[config.mk]
export PLATFORM = sky130hd
export DESIGN_NAME = control_unit
export DESIGN_NICKNAME = d
export VERILOG_FILES = /design/src/rtl/control_unit.sv
export SDC_FILE = /design/constraint.sdc
export NUM_CORES = 1
export LEC_CHECK = 0
export BUFFER_PORTS_ARGS = -buffer_cell sky130_fd_sc_hd__buf_2
export CORE_AREA = 10 10 47 49
export CTS_CLUSTER_SIZE = 28
export DETAILED_ROUTE_END_ITERATION = 10
export DIE_AREA = 0 0 57 59
export PLACE_DENSITY = 0.72
export SETUP_SLACK_MARGIN = 0.3
export SLEW_MARGIN = 25
export SYNTH_ARGS = -nofsm -noshare
export SYNTH_HDL_FRONTEND = slang
export SYNTH_SLANG_ARGS = --single-unit
[constraint.sdc]
create_clock -name clock -period 4.23 [get_ports clock]
set_input_delay 1.0575 -clock clock [delete_from_list [all_inputs] [get_ports clock]]
set_output_delay 1.0575 -clock clock [all_outputs]
set_load 0.02 [all_outputs]
[src/rtl/control_unit.sv]
// Multi-cycle control FSM for an accumulator CPU: FETCH/DECODE/MEMRD/STORE/EXEC/HALT.
// Outputs are decoded from the state register, the opcode latched in DECODE, and mem_ready/flags.
module control_unit #(
  parameter int DATA_WIDTH   = 11,
  parameter int OPCODE_WIDTH = 5
) (
  input  logic                    clock,
  input  logic                    reset_n,
  input  logic [OPCODE_WIDTH-1:0] opcode,
  input  logic                    mem_ready,
  input  logic                    zero_flag,
  input  logic                    neg_flag,
  output logic                    ir_wr,
  output logic                    pc_wr,
  output logic                    pc_src,
  output logic                    mem_rd,
  output logic                    mem_wr,
  output logic                    addr_sel,
  output logic                    acc_wr,
  output logic                    acc_clr,
  output logic [1:0]              alu_op,
  output logic                    alu_b_sel,
  output logic                    halted,
  output logic [2:0]              state_out
);

  // The instruction word is opcode followed by a 6-bit operand.
  if (DATA_WIDTH != OPCODE_WIDTH + 6) begin : g_width_check
    $error("control_unit: DATA_WIDTH must equal OPCODE_WIDTH + 6");
  end

  typedef enum logic [2:0] {
    S_FETCH  = 3'd0,
    S_DECODE = 3'd1,
    S_MEMRD  = 3'd2,
    S_STORE  = 3'd3,
    S_EXEC   = 3'd4,
    S_HALT   = 3'd5
  } state_t;

  localparam logic [OPCODE_WIDTH-1:0] OP_HLT  = OPCODE_WIDTH'(0);
  localparam logic [OPCODE_WIDTH-1:0] OP_STO  = OPCODE_WIDTH'(1);
  localparam logic [OPCODE_WIDTH-1:0] OP_LD   = OPCODE_WIDTH'(2);
  localparam logic [OPCODE_WIDTH-1:0] OP_LDI  = OPCODE_WIDTH'(3);
  localparam logic [OPCODE_WIDTH-1:0] OP_ADD  = OPCODE_WIDTH'(4);
  localparam logic [OPCODE_WIDTH-1:0] OP_ADDI = OPCODE_WIDTH'(5);
  localparam logic [OPCODE_WIDTH-1:0] OP_SUB  = OPCODE_WIDTH'(6);
  localparam logic [OPCODE_WIDTH-1:0] OP_SUBI = OPCODE_WIDTH'(7);
  localparam logic [OPCODE_WIDTH-1:0] OP_BEQ  = OPCODE_WIDTH'(8);
  localparam logic [OPCODE_WIDTH-1:0] OP_BNE  = OPCODE_WIDTH'(9);
  localparam logic [OPCODE_WIDTH-1:0] OP_BLT  = OPCODE_WIDTH'(10);
  localparam logic [OPCODE_WIDTH-1:0] OP_JMP  = OPCODE_WIDTH'(11);
  localparam logic [OPCODE_WIDTH-1:0] OP_CLR  = OPCODE_WIDTH'(12);

  state_t                  state_q, state_d;
  logic [OPCODE_WIDTH-1:0] opcode_q, opcode_d;

  always_ff @(posedge clock) begin
    if (!reset_n) begin
      state_q  <= S_FETCH;
      opcode_q <= '0;
    end else begin
      state_q  <= state_d;
      opcode_q <= opcode_d;
    end
  end

  // Memory handshake: mem_rd/mem_wr and addr_sel are held steady while in
  // FETCH/MEMRD/STORE; the access completes in the cycle mem_ready=1, and the
  // FSM leaves that state on the following edge.
  always_comb begin
    state_d   = state_q;
    opcode_d  = opcode_q;
    ir_wr     = 1'b0;
    pc_wr     = 1'b0;
    pc_src    = 1'b0;
    mem_rd    = 1'b0;
    mem_wr    = 1'b0;
    addr_sel  = 1'b0;
    acc_wr    = 1'b0;
    acc_clr   = 1'b0;
    alu_op    = 2'b00;
    alu_b_sel = 1'b0;
    halted    = 1'b0;

    case (state_q)
      S_FETCH: begin
        mem_rd = 1'b1;
        if (mem_ready) begin
          ir_wr   = 1'b1;
          pc_wr   = 1'b1;
          state_d = S_DECODE;
        end
      end
      S_DECODE: begin
        opcode_d = opcode;
        case (opcode)
          OP_HLT:                  state_d = S_HALT;
          OP_LD, OP_ADD, OP_SUB:   state_d = S_MEMRD;
          OP_STO:                  state_d = S_STORE;
          OP_LDI, OP_ADDI, OP_SUBI, OP_CLR,
          OP_BEQ, OP_BNE, OP_BLT, OP_JMP:
                                   state_d = S_EXEC;
          default:                 state_d = S_FETCH;
        endcase
      end
      S_MEMRD: begin
        mem_rd   = 1'b1;
        addr_sel = 1'b1;
        if (mem_ready) state_d = S_EXEC;
      end
      S_STORE: begin
        mem_wr   = 1'b1;
        addr_sel = 1'b1;
        if (mem_ready) state_d = S_FETCH;
      end
      S_EXEC: begin
        state_d = S_FETCH;
        case (opcode_q)
          OP_LD:   acc_wr = 1'b1;
          OP_LDI:  begin acc_wr = 1'b1; alu_b_sel = 1'b1; end
          OP_ADD:  begin acc_wr = 1'b1; alu_op = 2'b01; end
          OP_ADDI: begin acc_wr = 1'b1; alu_op = 2'b01; alu_b_sel = 1'b1; end
          OP_SUB:  begin acc_wr = 1'b1; alu_op = 2'b10; end
          OP_SUBI: begin acc_wr = 1'b1; alu_op = 2'b10; alu_b_sel = 1'b1; end
          OP_CLR:  acc_clr = 1'b1;
          OP_JMP:  begin pc_wr = 1'b1; pc_src = 1'b1; end
          OP_BEQ:  begin pc_wr = zero_flag;  pc_src = zero_flag;  end
          OP_BNE:  begin pc_wr = !zero_flag; pc_src = !zero_flag; end
          OP_BLT:  begin pc_wr = neg_flag;   pc_src = neg_flag;   end
          default: ;
        endcase
      end
      S_HALT:  halted  = 1'b1;
      default: state_d = S_FETCH;
    endcase

    // Register-updating strobes must never fire while reset is held.
    if (!reset_n) begin
      ir_wr   = 1'b0;
      pc_wr   = 1'b0;
      acc_wr  = 1'b0;
      acc_clr = 1'b0;
      mem_wr  = 1'b0;
    end
  end

  assign state_out = state_q;

endmodule

==> qor.yml <==
worst_setup_path:
  path_cells: "buf_2, nor2b_1, a211oi_1, a2111oi_2, o21a_1, buf_2"
  rrSetupSlack_ps: 2840
  r2r-end: "opcode_q[2]$_SDFFE_PN0P_"
  startpoint_type: "input port"
  arrival_ps: 2100
  critPathMaxFanout: 2
  cp_data_required_time_ps: 3170
  cp-startpoint: "zero_flag"
  critPathMaxStageDelay_ps: 380
  r2r_cells: 4
  cp_num_cells: 6
  cp-end-kind: "output port"
  path_buf_inv: 2
  cpMostUsedCell: "buf_2"
  critPathKind: "input port to output port"
  rr_startpoint: "state_out[0]$_SDFFE_PN0P_"
  crit_slowest_cell: "a2111oi_2"
  cp_top_family: "compound AO/OA/AOI/OAI gates"
sta:
  hold_slack_ps: 544.5
  fin_setup_tns_ps: 0
  relSlewSlack: 0.7519
  finClkSkew_ps: 3.264
  setup_viol: 0
  max_freq_mhz: 316.3
  slew_viol_final: 0
  min_period_ps: 3161
  tightest_slew_ps: 371.8
  rsz0062_at_grt: "no"
  finalHoldViolations: 0
  setup_ws_ps: 1069
  finalCritPeriodShare: 0.7474
synth:
  syn_inst: 64
  synth-async-reset-ratio: 0
  ys_types: 29
  syn_avg_cell_area_um2: 8.641
  synth_edf_count: 0
  netlist.area_leader.share: 0.2896
  synth-seq-cells: 8
  synthFlopType: "dfxtp_1"
  syn_area_um2: 553.0
  ys_seq_area_frac: 0.2896
  syn_nets: 75
  yosysWarnings: 0
  synth_top_area_cell: "dfxtp_1"
  yosys-top-cells-area: "dfxtp_1, nor2b_1, mux2i_1, nand2b_1, nor4b_4"
floorplan:
  die-area_um2: 3363
  start_util: 0.3946
  die_x_um: 57
  ioPinCount: 25
  rows: 14
  fp.dieH_um: 59
  core_area_um2: 1401
cells_and_area:
  final_nets: 102
  fin_area_um2: 704.4
  layout_common_cells: "buf_2, nor2b_1, dfxtp_1"
  area_delta_synth_final_pct: 27.38
  fin_util: 0.5027
  drive_gt1_frac: 0.3371
  nFillCells: 154
  n_antenna_cell: 0
  layout_commonest_cell: "buf_2"
  finalNonFillerCells: 105
clock_tree:
  cts-root-buf: "clkbuf_4"
  postCtsHoldBufs: 0
  worstSkewPairLatency_ps: 260
  cts_buffers: 3
  clk_pin_slew_ps: 50
  clockBufferDepth: 2
  clkSinkCount: 8
  cts_tree: "built"
  cts_setup_buffers: 0
  ctsResizeCount: 0
  htree_levels: 1
global_routing:
  gr-total-overflow: 0
  grt_max_degree: 14
  grt_use_total: 0.08835
  antenna_found_initial: 0
  grt_pass1_wl_um: 2380
  grt_pass1_vias: 510
power:
  switching_share: 0.2964
  combPwrFrac: 0.206
  p_leak_nw: 0.3682
  ir_drop_mv: 0.1550
  p_clk_frac: 0.329
  internal_power_mw: 0.1288
  p_per_area_nw_per_um2: 259.9
  p_switching_mw: 0.05427
  pwr-share-seq: 0.465
  finalPower_mw: 0.1831
detailed_routing:
  drc: 0
  drt_iter0_drc: 0
  wl_per_cell_um: 13.59
  drt_first_pass_iters: 1
  avgViaCountPerCell: 5.095
  vias: 535
  routed_wl_um: 1427
  drtAntennaViolNets: 0
placement:
  dp_cells: 102
  dp_hpwl_um: 1146
  placed_area_um2: 681.9
  dp_slack_ps: 1056
  io_buffers: 24
  place.gp.congestion: 0.7162
min_path:
  min_delay_path_depth: 2
  hold_end: "opcode_q[3]$_SDFFE_PN0P_"
  hold_path_class: "flop to flop"
  worstHoldStart: "opcode_q[3]$_SDFFE_PN0P_"
outcome:
  status: "complete, no violations"
flow_run:
  cap_violations: 0
-- cells in the mapped netlist (2+ instances only) --
master and instances:
nor2b_1 9, dfxtp_1 8, inv_1 5, mux2i_1 5
nor2_1 5, nand2b_1 4, nand2_1 3, and2_1 2
and3_1 2, o211a_1 2
-- cell families after synthesis --
family / share of synthesized area
simple gates: 0.3733
compound gates: 0.1697
flops: 0.2896
buf+inv: 0.05430
mux: 0.09050
fa+ha+maj: 0.02262
-- worst min-delay path: stages (launching register included) --
cell	delay, ps
dfxtp_1	320
mux2i_1	120
nor2b_1	60
-- final cells by class --
type | instances | area [um2] | area share
clock buffers | 3 | 22.52 | 0.03197
inverters | 5 | 18.77 | 0.02664
flip-flops and latches | 8 | 160.2 | 0.2274
multi-input cells | 49 | 362.8 | 0.5151
repair buffers | 24 | 120.1 | 0.1705
well taps | 16 | 20.02 | 0.02842
-- power by group through the flow --
stage | Combinational, mW | Clock [mW] | Sequential (mW)
after floorplan | 0.0245 | 0 | 0.0864
after global placement | 0.0372 | 0 | 0.0866
after detailed placement | 0.0381 | 0 | 0.0868
after CTS | 0.0383 | 0.0623 | 0.0852
after global routing | 0.0424 | 0.0657 | 0.0860
final | 0.0377 | 0.0603 | 0.0851
-- state kept, by name, summed over array words and instances (netlist names) --
signal and cells:
state_out 3, opcode_q 5
-- worst max path at each step --
stage / to / slack, ps
floorplan: pc_wr / 870
global placement: pc_wr / 1110
detailed placement: pc_wr / 1060
CTS: pc_wr / 1050
global route: pc_wr / 970
finish: pc_wr / 1070
-- layer usage --
layer / GRT usage / share of wire / up-vias / routed length [um]
met4: 0.05034 / 0.023 / 0 / 33
met2: 0.1442 / 0.49 / 11 / 703
li1: - / - / 277 / -
met5: 0 / 0 / - / 0
met1: 0.09438 / 0.41 / 242 / 585
met3: 0.03648 / 0.074 / 5 / 105
No activity file was read; power rests on OpenSTA's default activity.
